$ cat config.mk
export PLATFORM = sky130hd
export DESIGN_NAME = bitbakery_serial_tx_seq
export DESIGN_NICKNAME = d
export VERILOG_FILES = /design/src/rtl/bitbakery_serial_tx_seq.sv
export SDC_FILE = /design/constraint.sdc
export NUM_CORES = 1
export LEC_CHECK = 0
export BUFFER_PORTS_ARGS = -buffer_cell sky130_fd_sc_hd__clkbuf_2
export CELL_PAD_IN_SITES_DETAIL_PLACEMENT = 2
export CELL_PAD_IN_SITES_GLOBAL_PLACEMENT = 2
export CORE_UTILIZATION = 35
export CTS_BUF_LIST = sky130_fd_sc_hd__clkbuf_16
export DETAILED_ROUTE_END_ITERATION = 8
export GPL_ROUTABILITY_DRIVEN = 0
export PLACE_DENSITY_LB_ADDON = 0.25
export SYNTH_ARGS = -nofsm -noshare
export SYNTH_HDL_FRONTEND = slang
export SYNTH_SLANG_ARGS = --single-unit
export TNS_END_PERCENT = 1
$ cat constraint.sdc
create_clock -name clock -period 3.86 [get_ports clock]
set_input_delay 0.193 -clock clock [delete_from_list [all_inputs] [get_ports clock]]
set_output_delay 0.193 -clock clock [all_outputs]
set_load 0.01 [all_outputs]
$ cat src/rtl/bitbakery_serial_tx_seq.sv
// Message sequencer for a serial tx core: walks the word index, fires one start
// pulse per word, waits for the core's done pulse, and inserts idle gaps between words.
module bitbakery_serial_tx_seq #(
    parameter int NUM_WORDS  = 4,
    parameter int GAP_CYCLES = 0,
    parameter int IDX_W      = 2
) (
    input  logic             clock,
    input  logic             reset_n,
    input  logic             iniciar_seq,
    input  logic             continuo,
    input  logic             parar,
    input  logic             fim_tx,
    output logic             iniciar,
    output logic [IDX_W-1:0] indice,
    output logic             ocupado,
    output logic             fim_seq
);

    typedef enum logic [2:0] {
        IDLE     = 3'd0,
        START_TX = 3'd1,
        WAIT_TX  = 3'd2,
        GAP      = 3'd3,
        NEXT_TX  = 3'd4
    } state_t;

    localparam logic [IDX_W-1:0] LAST_IDX = IDX_W'(NUM_WORDS - 1);
    localparam logic [7:0]       GAP_LAST = 8'((GAP_CYCLES > 0) ? (GAP_CYCLES - 1) : 0);
    localparam bit               HAS_GAP  = (GAP_CYCLES > 0);

    state_t           state;
    state_t           state_next;
    logic [IDX_W-1:0] idx_q;
    logic [IDX_W-1:0] idx_next;
    logic [7:0]       gap_cnt;
    logic [7:0]       gap_next;
    logic             last_word;

    assign last_word = (idx_q == LAST_IDX);

    // NOTE: sequential state uses non-blocking assignments so every register
    // samples the pre-edge values regardless of statement order.
    always_ff @(posedge clock or negedge reset_n) begin
        if (!reset_n) begin
            state   <= IDLE;
            idx_q   <= '0;
            gap_cnt <= '0;
        end else begin
            state   <= state_next;
            idx_q   <= idx_next;
            gap_cnt <= gap_next;
        end
    end

    // NOTE: every variable gets a default before the case so no path can leave
    // it unassigned and infer a latch.
    always_comb begin
        state_next = state;
        case (state)
            IDLE: begin
                if (iniciar_seq && !parar) begin
                    state_next = START_TX;
                end
            end
            START_TX: state_next = WAIT_TX;
            WAIT_TX: begin
                if (fim_tx) begin
                    state_next = HAS_GAP ? GAP : NEXT_TX;
                end
            end
            GAP: begin
                if (gap_cnt == GAP_LAST) begin
                    state_next = NEXT_TX;
                end
            end
            NEXT_TX: begin
                if (last_word) begin
                    state_next = continuo ? START_TX : IDLE;
                end else begin
                    state_next = START_TX;
                end
            end
            default: state_next = IDLE;
        endcase

        // Abort overrides everything, including a pending restart from NEXT_TX.
        if (parar && (state != IDLE)) begin
            state_next = IDLE;
        end
    end

    // Index advances only on leaving NEXT_TX, keeping it stable for the whole word.
    always_comb begin
        idx_next = idx_q;
        gap_next = (state == GAP) ? (gap_cnt + 8'd1) : 8'd0;
        if (state == NEXT_TX) begin
            idx_next = last_word ? '0 : (idx_q + 1'b1);
        end
        if (state_next == IDLE) begin
            idx_next = '0;
        end
    end

    always_comb begin
        iniciar = (state == START_TX);
        ocupado = (state != IDLE);
        fim_seq = (state == NEXT_TX) && last_word;
        indice  = idx_q;
    end

endmodule

==> impl_metrics.ini <==
[outcome]
status = finished clean

[sta]
fmax_mhz = 667.3
setup_tns_ns = 0
rsz0062_at_grt = false
hold_violations = 0
slew_viol_final = 0
tightest_slew_ns = 0.4844
slew_headroom_pct = 67.41
setup_viol = 0
finalClockSkew_ns = 0.001773
period_share_pct = 38.82
min_period_ns = 1.499

[die]
die_w_um = 47.06
die_y_um = 47.06
start_util_pct = 39.04
core_sq_um = 1821
placementRows = 15
die_area_sq_um = 2215
io_pins = 11

[synthesis]
ys_warn_count = 0
ys_ff_latch = 13
synth_area_sq_um = 710.7
synth-seq-area-share_pct = 45.77
synth_nets = 86
syn_avg_cell_area_sq_um = 9.230
syn_inst = 77
yosys.cell_types.count = 29

[routing]
vias = 611
first_pass_iters = 4
drc = 0
wl_per_cell_um = 15.77
drt_wl_total_mm = 1.798
drtIter0Drc = 6
viasPerCell = 5.360
ant_nets = 0

[placed_design]
hpwl_mm = 1.322
io_buffers = 10

[global_route]
grt.overflow.total = 0
grt_pass1_vias = 572
antenna_found_initial = 0
grt_pass1_wl_mm = 2.829
grt.total_usage_pct = 18.79
grt_max_degree = 14

[clock_tree]
cts_tree = yes
cts_inserted_buffers = 3
clockRootBuffer = clkbuf_16
clk_pin_slew_worst_paths_ns = 0.05
clk_latency_ns = 0.24
cts_buffer_depth = 2
htreeDepth = 1
clock_sinks = 13

[cells_and_area]
n_fill_cell = 195
layout_commonest_cell = dfrtp_1
antennaDiodeCount = 0
drive_gt1_share_pct = 19.10
mostFrequentLayoutCells = 13 x dfrtp_1, 10 x clkbuf_2, 9 x nor2_1
seq_area_sq_um = 325.3
nNetsFinal = 99
syn_to_final_growth_pct = 22.01
multiInputGateArea_sq_um = 360.3

[setup_path]
r2r_cells = 3
cp-start-kind = register
worstPathArrival_ns = 1.66
critical_path_required_ns = 4.02
crit_type = reg -> reg
critPathMaxFanout = 12
cp-end-kind = register

[pwr]
powerDensity_nw_per_um2 = 515.1
ir_drop_mv = 0.2171
p_leak_nw = 0.3857
finalPower_mw = 0.4466

[worst_hold_path]
worstHoldPathCells = 3
hold_class = in -> reg

[job]
maxCapViolations = 0
==> worst paths after layout <==
kind	startpoint	to	slack [ns]
max	state[2]	state[1]	2.36
min	fim_tx	state[2]	0.21
max reg2reg	state[2]	state[1]	2.36
min reg2reg	gap_cnt[0]	gap_cnt[0]	0.51
max in group asynchronous	reset_n	gap_cnt[3]	3.21
min in group asynchronous	reset_n	gap_cnt[4]	0.40
==> through the flow <==
step	utilization [%]	setup slack [ns]	cells	hold WS, ns	cell area (sq um)
detailed placement	42.75	2.421	109	0.1112	778.2
global placement	42.75	2.506	109	0.1064	778.2
CTS	47.63	2.365	114	0.2143	867.1
finish	47.63	2.361	114	0.2119	867.1
floorplan	-	2.634	77	-0.1026	710.7
global route	47.63	2.303	114	0.2338	867.1
==> per-layer routing <==
metal  GRT usage [%]  vias up  part of all wire (%)
met5               0        -                     0
met4           8.571        0                  0.72
met3           3.462        2                   2.1
met2           28.33        9                    48
met1           26.13      301                    49
li1                -      299                     -
==> worst max-delay path: stages (launching register included) <==
cell and delay (ns):
dfrtp_1 0.49, nand3b_1 0.44, a31o_2 0.35, a21oi_1 0.14
==> power by group <==
part	leakage, nW	internal, mW	switching [mW]	total [mW]
registers	0.180	0.147	0.0247	0.172
clock network	0.0423	0.137	0.0565	0.193
logic	0.163	0.0365	0.0450	0.0815
total	0.386	0.320	0.126	0.447
==> logic make-up (layout without fill, tap and decap cells) <==
kind of cell    count (synthesis)  after routing  share of synthesized area (%)
compound gates                 16             16                          13.91
flops                          13             13                          45.77
simple gates                   36             36                          27.82
buf+inv                         6             18                          3.521
xor+xnor                        3              3                          3.698
fa+ha+maj                       3              3                          5.282
==> flip-flops by register name, summed over array words and instances (netlist names) <==
| name | count |
|---|---|
| state | 3 |
| indice | 2 |
| gap_cnt | 8 |
==> Yosys cell counts, drive strengths merged <==
| master | count | area share [%] |
|---|---|---|
| dfrtp | 13 | 46 |
| nor2 | 9 | 4.8 |
| a21oi | 6 | 4.2 |
| nand2 | 6 | 3.2 |
| o21ai | 4 | 2.8 |
| ha | 3 | 5.3 |
| inv | 3 | 1.6 |
| nor2b | 3 | 2.6 |
| nor3b | 3 | 3.2 |
| or3 | 3 | 2.8 |
| and3 | 2 | 1.8 |
| buf | 2 | 1.4 |
| nand3 | 2 | 2.1 |
| nand3b | 2 | 2.1 |
| nand4 | 2 | 1.8 |
| o31ai | 2 | 2.1 |
| xor2 | 2 | 2.5 |
| a31o | 1 | 1.2 |
| clkbuf | 1 | 0.53 |
| nand2b | 1 | 0.88 |
| nor3 | 1 | 0.70 |
| nor4 | 1 | 0.88 |
| o211ai | 1 | 1.1 |
| o21ba | 1 | 1.4 |
| o21bai | 1 | 1.1 |
| or4 | 1 | 1.1 |
| xnor2 | 1 | 1.2 |
==> area by class of cell <==
class / count / share of cell area, %
Clock inverter: 1 / 0.4329
Sequential cell: 13 / 37.52
Inverter: 3 / 1.299
Tap cell: 25 / 3.608
Clock buffer: 3 / 8.658
Timing Repair Buffer: 11 / 6.926
Multi-Input combinational cell: 58 / 41.56
==> timing repair <==
item,in CTS,in global routing
setup buffers,0,0
endpoints found under the hold margin,13,0
hold buffers,1,0
gates resized for setup,0,0
Power figures use the tool's default switching activity.
